File: src/rtl/vsim_send.sv
// vsim_send: simulation-side transmitter toward the host.
// Accepts beats over an EN/RDY handshake, frames them into messages using
// the 16-bit length field of each header beat, and buffers {last, beat}
// in a small FIFO drained by the host through a valid/ready port.
//
// Ports:
//   CLK        clock, all logic on the rising edge
//   RST        synchronous reset, active-high
//   EN_beat    design offers a beat this cycle
//   RDY_beat   block can accept a beat this cycle
//   beat       beat data
//   out_valid  FIFO head is valid
//   out_ready  host consumes the head this cycle
//   out_beat   FIFO head data
//   out_last   FIFO head is the final beat of its message
//   msg_count  completed messages drained (wraps)
//   err        sticky protocol-error flag (EN_beat while RDY_beat=0)
//
// Framing states:
//   state | meaning
//   HDR   | next accepted beat is a message header
//   BODY  | next accepted beat is a body beat; remaining beats left
module vsim_send #(
  parameter int width = 32,
  parameter int depth = 8
) (
  input  logic             CLK,
  input  logic             RST,
  input  logic             EN_beat,
  output logic             RDY_beat,
  input  logic [width-1:0] beat,
  output logic             out_valid,
  input  logic             out_ready,
  output logic [width-1:0] out_beat,
  output logic             out_last,
  output logic [15:0]      msg_count,
  output logic             err
);

  localparam int aw = (depth > 1) ? $clog2(depth) : 1;
  localparam logic [aw:0] full_cnt = (aw+1)'(depth);

  typedef enum logic {HDR = 1'b0, BODY = 1'b1} state_t;

  state_t          state;
  logic [15:0]     remaining;
  logic [aw-1:0]   rd_ptr;
  logic [aw-1:0]   wr_ptr;
  logic [aw:0]     count;
  logic [width:0]  mem [depth];

  logic            push;
  logic            pop;
  logic            push_last;
  logic [15:0]     hdr_len;

  // Ready depends only on registered occupancy, never on out_ready.
  assign RDY_beat  = !RST && (count != full_cnt);
  assign push      = EN_beat && RDY_beat;
  assign out_valid = (count != '0);
  assign pop       = out_valid && out_ready;

  // Storage is not reset; gating the head keeps out_* at zero when empty.
  assign out_beat  = out_valid ? mem[rd_ptr][width-1:0] : '0;
  assign out_last  = out_valid ? mem[rd_ptr][width]     : 1'b0;

  assign hdr_len   = beat[15:0];
  // A header with length 0 or 1 is a single-beat message.
  assign push_last = (state == HDR) ? (hdr_len <= 16'd1) : (remaining == 16'd1);

  always_ff @(posedge CLK) begin
    if (push) begin
      mem[wr_ptr] <= {push_last, beat};
    end
  end

  always_ff @(posedge CLK) begin
    if (RST) begin
      rd_ptr    <= '0;
      wr_ptr    <= '0;
      count     <= '0;
      state     <= HDR;
      remaining <= '0;
      msg_count <= '0;
      err       <= 1'b0;
    end else begin
      if (push) begin
        wr_ptr <= wr_ptr + 1'b1;
      end
      if (pop) begin
        rd_ptr <= rd_ptr + 1'b1;
      end
      case ({push, pop})
        2'b10:   count <= count + 1'b1;
        2'b01:   count <= count - 1'b1;
        default: count <= count;
      endcase

      if (EN_beat && !RDY_beat) begin
        err <= 1'b1;
      end
      if (pop && out_last) begin
        msg_count <= msg_count + 16'd1;
      end

      if (push) begin
        case (state)
          HDR: begin
            if (hdr_len > 16'd1) begin
              remaining <= hdr_len - 16'd1;
              state     <= BODY;
            end
          end
          BODY: begin
            if (remaining != 16'd0) begin
              remaining <= remaining - 16'd1;
            end
            if (remaining <= 16'd1) begin
              state <= HDR;
            end
          end
          default: state <= HDR;
        endcase
      end
    end
  end

endmodule

File: config.mk
export PLATFORM = sky130hd
export DESIGN_NAME = vsim_send
export DESIGN_NICKNAME = d
export VERILOG_FILES = /design/src/rtl/vsim_send.sv
export SDC_FILE = /design/constraint.sdc
export NUM_CORES = 1
export LEC_CHECK = 0
export BUFFER_PORTS_ARGS = -buffer_cell sky130_fd_sc_hd__buf_2
export CORE_AREA = 4 4 212 214
export CTS_CLUSTER_SIZE = 10
export DETAILED_ROUTE_END_ITERATION = 8
export DIE_AREA = 0 0 216 218
export SYNTH_ARGS = -nofsm -noshare
export SYNTH_HDL_FRONTEND = slang
export SYNTH_SLANG_ARGS = --single-unit
export TNS_END_PERCENT = 30
File: constraint.sdc
create_clock -name CLK -period 12.3 [get_ports CLK]
set_input_delay 1.845 -clock CLK [delete_from_list [all_inputs] [get_ports CLK]]
set_output_delay 1.845 -clock CLK [all_outputs]
set_load 0.03 [all_outputs]
==> results.yml, run 1 <==
outcome:
  status: "finished clean"
timing:
  rsz0062_at_grt: "false"
  tns_ps: 0
  setup_violations: 0
  drv_slew: 0
  finalCritPeriodShare: 0.405
  maxSlewHeadroom: 0.336
  max_freq_ghz: 0.201
  hold_ws_ps: 468
  finalCriticalPeriod_ps: 4980
  setup_ws_ps: 7320
  tightest_slew_ps: 996
  hold_viol: 0
  finClkSkew_ps: 10.2
layout:
  antennaDiodeCount: 0
  nFillCells: 4082
  final_common_cell: "edfxtp_1"
  area_delta_synth_final_pct: 17.4
  finish.utilization: 0.352
  final_area_um2: 15100
  final_nets: 917
  final_cells: 1470
  final_cell_mix: "264 x edfxtp_1, 87 x buf_2, 73 x nor2_1"
  drive_above_1_share: 0.269
cts:
  clk_path_buf_depth: 3
  cts.sinks: 311
  postCtsHoldBufs: 0
  post-cts-setup-buffer-count: 0
  clkLatencyLatePin_ps: 510
  clk_pin_slew_ps: 50
  root_buffer: "clkbuf_16"
  post_cts_resized: 0
  htreeDepth: 2
  numCtsBuffers: 38
  cts_tree: "done"
logic_synthesis:
  netlist_area_um2: 12800
  synth_cell_type_count: 55
  async_reset_ff_frac: 0
  ys.warnings.count: 0
  synth_edf_count: 264
  synth_fp_nets: 813
  ys_seq_area_frac: 0.691
  synth_cells: 766
  synth-seq-cells: 311
  syn-mean-instance-area_um2: 16.8
  synth-main-ff-cell: "edfxtp_1"
place:
  placed_cell_area_um2: 14000
  dp_slack_ps: 7730
  port_buffers: 87
  place_congestion: 0.750
  dp_cells: 1415
  hpwl_um: 16200
grt:
  grt_pass1_wl_um: 42400
  antenna_found_initial: 1
  global_route.overflow_total: 0
  grt_pass1_vias: 7180
  grt_max_degree: 67
  grt_usage: 0.116
routing:
  drt_iter0_drc: 525
  wire_per_inst_um: 18.8
  ant_nets: 0
  finalWirelength_um: 27700
  num_vias: 6954
  drc_errors: 0
  via_per_inst: 4.73
  drt_pass1_iterations: 5
power_and_ir_drop:
  p_leak_nw: 4.86
  ir_drop_v: 0.000100
  fin_total_pwr_mw: 2.82
  power.density_nw_per_um2: 187
worst_setup_path:
  endpoint_kind: "output port"
  cp-endpoint: "out_beat[9]"
  worstPathArrival_ps: 3140
  worstPathRequired_ps: 10450
  reg2reg_slack_ps: 9380
  path_max_fanout: 38
  reg2reg_depth: 9
  rr_startpoint: "count[0]"
  critPathLaunchType: "register"
  critPathKind: "reg -> out"
  r2r_end: "count[2]"
floorplan:
  rows: 76
  die_y_um: 218
  start_util: 0.299
  ioPinCount: 88
  fp.coreArea_um2: 42900
  dieArea_um2: 47100
  dieWidth_um: 216
run:
  drv_cap: 0
hold_path:
  min_path_cells: 2
  min_path_type: "reg -> reg"
## power by group
group | internal, mW | switching (mW) | leakage [nW]
combinational | 0.214 | 0.411 | 1.56
clock | 0.585 | 0.387 | 0.520
sequential | 1.18 | 0.0429 | 2.78
## synthesized netlist by cell type (6+ instances only)
cell / instances / share of area
nor2_1: 76 / 0.022
edfxtp_1: 264 / 0.62
o21ai_0: 10 / 0.0039
dfxtp_1: 47 / 0.073
xor2_1: 22 / 0.015
mux4_2: 66 / 0.12
nand3_1: 14 / 0.0055
nand2_1: 33 / 0.0096
inv_1: 9 / 0.0026
nor3_1: 14 / 0.0055
o211ai_1: 6 / 0.0035
mux2i_1: 36 / 0.028
xnor2_1: 14 / 0.0096
a21oi_1: 19 / 0.0074
buf_2: 11 / 0.0043
o22ai_1: 6 / 0.0029
nand2b_1: 6 / 0.0029
clkbuf_1: 19 / 0.0056
ha_1: 11 / 0.011
## critical path, cell delays in order (launching register included)
cell and delay [ps]:
dfxtp_4 720, buf_4 710, mux4_2 580, mux2i_1 310, nor2_1 80, buf_2 200
## flip-flops by register name, indices dropped and copies added (netlist names), named ones only
register,count
remaining,16
rd_ptr,3
msg_count,16
state,1
mem,264
count,4
err,1
wr_ptr,3
## area by class of cell
| class | instances | area [um2] | share of cell area |
|---|---|---|---|
| clock buffers | 50 | 1040 | 0.0689 |
| flip-flops and latches | 311 | 8870 | 0.589 |
| well taps | 585 | 732 | 0.0485 |
| repair buffers | 100 | 533 | 0.0354 |
| clock inverters | 5 | 30.0 | 0.00199 |
| inverters | 9 | 33.8 | 0.00224 |
| multi-input cells | 410 | 3830 | 0.254 |
## how the worst min path moves through the flow
stage	from	endpoint	slack, ps
2_1_floorplan	rd_ptr[1]	register	450
3_3_place_gp	err	err	450
3_5_place_dp	err	err	460
4_1_cts	err	err	480
5_1_grt	err	err	510
6_report	err	err	470
## metal layers
layer | global-route usage | vias up | part of all wire
li1 | - | 3207 | -
met1 | 0.155 | 3579 | 0.45
met2 | 0.195 | 134 | 0.49
met3 | 0.0256 | 32 | 0.041
met4 | 0.0284 | 2 | 0.013
met5 | 0 | - | 0.00072
## kinds of logic (layout without fill, tap and decap cells)
family	after synthesis	count (layout)	share of synthesized area
AOI/OAI and AO/OA	67	67	0.0356
buffers and inverters	45	164	0.0154
xor gates and xnor gates	36	36	0.0246
and+or+nand+nor	192	192	0.0774
muxes	104	104	0.146
DFF	311	311	0.691
adders and majority gates	11	11	0.0107
Power figures use the tool's default switching activity.
==> run 2, diff against run 1 <==
==> constraint.sdc (replaced) <==
create_clock -name CLK -period 4.2 [get_ports CLK]
set_input_delay 0.63 -clock CLK [delete_from_list [all_inputs] [get_ports CLK]]
set_output_delay 0.63 -clock CLK [all_outputs]
set_load 0.03 [all_outputs]
==> run 2 against run 1 <==
Compared with the run above:
- critical path depth is the same
- global-route usage increased by 0.60 points
- sequential cell count stayed put
- sequential share of layout area fell by 0.18 points
- combinational power grew to 3.0 times the previous value
- core utilization is 0.10 points higher
- die area did not move
- critical path type unchanged
- critical endpoint is now out_beat[21]
- largest power group unchanged
==> results.yml, run 2 (same netlist as run 1, synthesis figures left out) <==
layout:
  seq_area_um2: 8870
  final_area_um2: 15100
  nFillCells: 4077
  area_delta_synth_final_pct: 17.8
  finish.utilization: 0.353
  multiInputGateArea_um2: 3840
  top_register: "mem"
  final_common_cell: "edfxtp_1"
  largest_reg_flops: 264
  top_regs: "mem (264), msg_count (16), remaining (16)"
  final_nets: 923
  drive_above_1_share: 0.273
  final_cell_mix: "264 x edfxtp_1, 87 x buf_2, 73 x nor2_1"
timing:
  setup_ws_ps: 1080
  max_freq_ghz: 0.320
  hold_viol: 0
  finClkSkew_ps: 12.6
  setup_violations: 0
  maxSlewHeadroom: 0.201
  tns_ps: 0
  hold_ws_ps: 346
  rsz0062_at_grt: "false"
  finalCriticalPeriod_ps: 3120
  finalCritPeriodShare: 0.744
  drv_slew: 0
  tightest_slew_ps: 1180
worst_setup_path:
  crit_slowest_cell: "mux4_2"
  worstPathRequired_ps: 3570
  endpoint_kind: "output port"
  crit_buf_inv: 2
  path_max_fanout: 17
  worstPathArrival_ps: 2490
  worstPathCellList: "buf_4 > mux4_2 > mux2i_1 > nor2_1 > buf_2"
  rr_startpoint: "count[0]"
  cp_top_family: "multiplexers"
  critPathLaunchType: "register"
  slowest_delay_ps: 550
  r2r_end: "count[2]"
  critPathKind: "reg -> out"
  reg2reg_slack_ps: 1260
  reg2reg_depth: 10
cts:
  clk_path_buf_depth: 3
  postCtsHoldBufs: 0
  root_buffer: "clkbuf_16"
  clkLatencyLatePin_ps: 530
  post-cts-setup-buffer-count: 0
  cts.sinks: 311
  clk_pin_slew_ps: 50
  htreeDepth: 2
  cts_tree: "done"
  numCtsBuffers: 38
  post_cts_resized: 0
grt:
  global_route.overflow_total: 0
  antenna_found_initial: 4
  grt_usage: 0.122
  grt_pass1_wl_um: 44300
  grt_max_degree: 48
  grt_pass1_vias: 7222
hold_path:
  min_path_type: "in -> reg"
  hold_end: "err"
  min_from: "EN_beat"
  min_path_cells: 3
floorplan:
  die_y_um: 218
  rows: 76
  dieArea_um2: 47100
  start_util: 0.299
  dieWidth_um: 216
  ioPinCount: 88
  fp.coreArea_um2: 42900
routing:
  wire_per_inst_um: 19.4
  drc_errors: 0
  finalWirelength_um: 28700
  via_per_inst: 4.73
  drt_iter0_drc: 394
  drt_pass1_iterations: 5
  num_vias: 6986
  ant_nets: 0
place:
  port_buffers: 87
  hpwl_um: 17200
  dp_slack_ps: 1110
  placed_cell_area_um2: 14100
  place_congestion: 0.801
power_and_ir_drop:
  ir_drop_v: 0.000289
  power.density_nw_per_um2: 549
  p_leak_nw: 4.89
outcome:
  status: "finished clean"
run:
  drv_cap: 0
## run 2: per-stage QoR
stage	power [mW]	std cells
floorplan	4.93	766
global placement	5.54	1421
detailed placement	5.56	1421
CTS	8.43	1475
global route	8.68	1475
finish	8.30	1477
## run 2: worst max-delay path by stage
stage | startpoint | to | slack (ps) | cells after the start
detailed placement | beat[10] | mem[0][32] | 1110 | 4
finish | register | out_beat[21] | 1080 | 5
global route | register | out_beat[21] | 880 | 5
floorplan | EN_beat | mem[4][0] | 250 | 5
CTS | register | out_beat[21] | 960 | 5
global placement | RST | count[2] | 1190 | 11
## run 2: power breakdown
part / internal, mW / total (mW) / leakage (nW) / switching (mW)
clock network: 1.69 / 2.84 / 0.514 / 1.16
logic: 0.639 / 1.89 / 1.60 / 1.26
registers: 3.46 / 3.56 / 2.78 / 0.0985
## run 2: area by class of cell
cell class,instances,area share
inverter,9,0.00223
multi-input combinational,410,0.254
timing repair buffer,106,0.0391
tap,585,0.0484
clock inverter,5,0.00174
clock buffer,49,0.0677
sequential,311,0.587
antenna,2,0.000331
## run 2: metal layers
metal,track usage,part of all wire
met1,0.168,0.44
met2,0.196,0.48
met3,0.0254,0.062
met4,0.0378,0.016
met5,0,0.00097
## run 2: tightest hold or removal path, cell delays in order
cell     delay [ps]
buf_2            80
a21oi_1          50
nor2_1           70
==> run 3, diff against run 2 <==
==> constraint.sdc (replaced) <==
create_clock -name CLK -period 2.82 [get_ports CLK]
set_input_delay 0.423 -clock CLK [delete_from_list [all_inputs] [get_ports CLK]]
set_output_delay 0.423 -clock CLK [all_outputs]
set_load 0.03 [all_outputs]
==> run 3 against run 2 <==
Compared with the run above:
- first-iteration DRC count up 53%
- register-to-register slack worse by 900 ps
- via count grew 2.6%
- sequential share of layout area decreased by 1.4 points
- critical path type unchanged
- critical endpoint is now out_beat[0]
- largest power group unchanged
==> results.yml, run 3 (same netlist as run 1, synthesis figures left out) <==
outcome:
  status: "finished clean"
power_and_ir_drop:
  switchingPower_mw: 3.88
  p_int_mw: 8.76
  clkPwrFrac: 0.337
  switching_share: 0.307
  p_leak_nw: 5.04
  seqPwrFrac: 0.417
  power.density_nw_per_um2: 816
  ir_drop_v: 0.000499
  fin_total_pwr_mw: 12.6
  combPwrFrac: 0.246
routing:
  num_vias: 7169
  drt_pass1_iterations: 5
  ant_nets: 0
  finalWirelength_um: 29000
  drt_iter0_drc: 603
  wire_per_inst_um: 19.4
  via_per_inst: 4.79
  drc_errors: 0
timing:
  maxSlewHeadroom: 0.541
  tightest_slew_ps: 688
  finalCriticalPeriod_ps: 2730
  finClkSkew_ps: 18.9
  setup_ws_ps: 90.6
  hold_viol: 0
  setup_violations: 0
  drv_slew: 0
  tns_ps: 0
  rsz0062_at_grt: "false"
  hold_ws_ps: 129
  finalCritPeriodShare: 0.968
  max_freq_ghz: 0.366
grt:
  grt_pass1_wl_um: 44700
  grt_max_degree: 67
  grt_usage: 0.123
  global_route.overflow_total: 0
  antenna_found_initial: 2
  grt_pass1_vias: 7382
layout:
  area_delta_synth_final_pct: 20.7
  top_register: "mem"
  final_area_um2: 15500
  largest_reg_flops: 264
  final_cells: 1497
  final_cell_mix: "264 x edfxtp_1, 87 x buf_2, 73 x nor2_1"
  finish.utilization: 0.361
  final_nets: 941
  final_common_cell: "edfxtp_1"
  top_regs: "mem (264), msg_count (16), remaining (16)"
  nFillCells: 4057
  drive_above_1_share: 0.288
cts:
  clk_path_buf_depth: 3
  cts_tree: "done"
  root_buffer: "clkbuf_16"
  postCtsHoldBufs: 0
  htreeDepth: 2
  cts.sinks: 311
  clk_pin_slew_ps: 50
  clkLatencyLatePin_ps: 550
  numCtsBuffers: 38
place:
  place_congestion: 0.814
  placed_cell_area_um2: 14300
  dp_slack_ps: 211
  dp_cells: 1427
  hpwl_um: 17200
  port_buffers: 87
worst_setup_path:
  path_max_fanout: 8
  worstPathArrival_ps: 2310
  endpoint_kind: "output port"
  rr_startpoint: "count[0]"
  critPathLaunchType: "register"
  reg2reg_slack_ps: 360
  r2r_end: "count[2]"
  reg2reg_depth: 10
  critPathKind: "reg -> out"
  cp-endpoint: "out_beat[0]"
  worstPathRequired_ps: 2400
floorplan:
  dieArea_um2: 47100
  start_util: 0.299
  ioPinCount: 88
  dieWidth_um: 216
  rows: 76
  fp.coreArea_um2: 42900
  die_y_um: 218
run:
  drv_cap: 0
hold_path:
  min_path_type: "in -> reg"
## run 3: worst min path at each step
stage / start / depth (start not counted) / to
finish: EN_beat / 3 / err
CTS: EN_beat / 3 / err
global route: beat[26] / 1 / mem[4][26]
global placement: err / 2 / err
floorplan: rd_ptr[1] / 2 / register
detailed placement: err / 2 / err
## run 3: cell type report
class | count | area, um2 | share of cell area
clock buffer | 48 | 988 | 0.0638
inverter | 9 | 33.8 | 0.00218
antenna | 2 | 5.00 | 0.000323
clock inverter | 8 | 85.1 | 0.00549
tap | 585 | 732 | 0.0472
sequential | 311 | 8870 | 0.573
multi-input combinational | 410 | 3840 | 0.248
timing repair buffer | 124 | 938 | 0.0606
## run 3: critical path, stage by stage (launching register included)
cell and delay, ps:
dfxtp_4 470, buf_12 180, mux4_2 500, mux2i_1 260
nor2_1 160, buf_2 210
## run 3: power by group through the flow
stage               clock network (mW)  registers [mW]  logic, mW
floorplan                            0            5.32       2.01
global placement                     0            5.36       3.04
detailed placement                   0            5.37       3.07
CTS                               4.40            5.27       3.12
global route                      4.60            5.28       3.37
finish                            4.27            5.27       3.11
## run 3: repair_timing
item                       CTS  global route
setup endpoints to repair    4             8
pin swaps                    0             0
cloned                       0             1
setup buffers                6             5
resized for setup            0             1
## run 3: routing by layer
metal,vias to the layer above,track usage,part of all wire
met2,163,0.200,0.47
li1,3268,-,-
met5,-,0,0
met3,44,0.0263,0.052
met1,3694,0.168,0.45
met4,0,0.0367,0.019
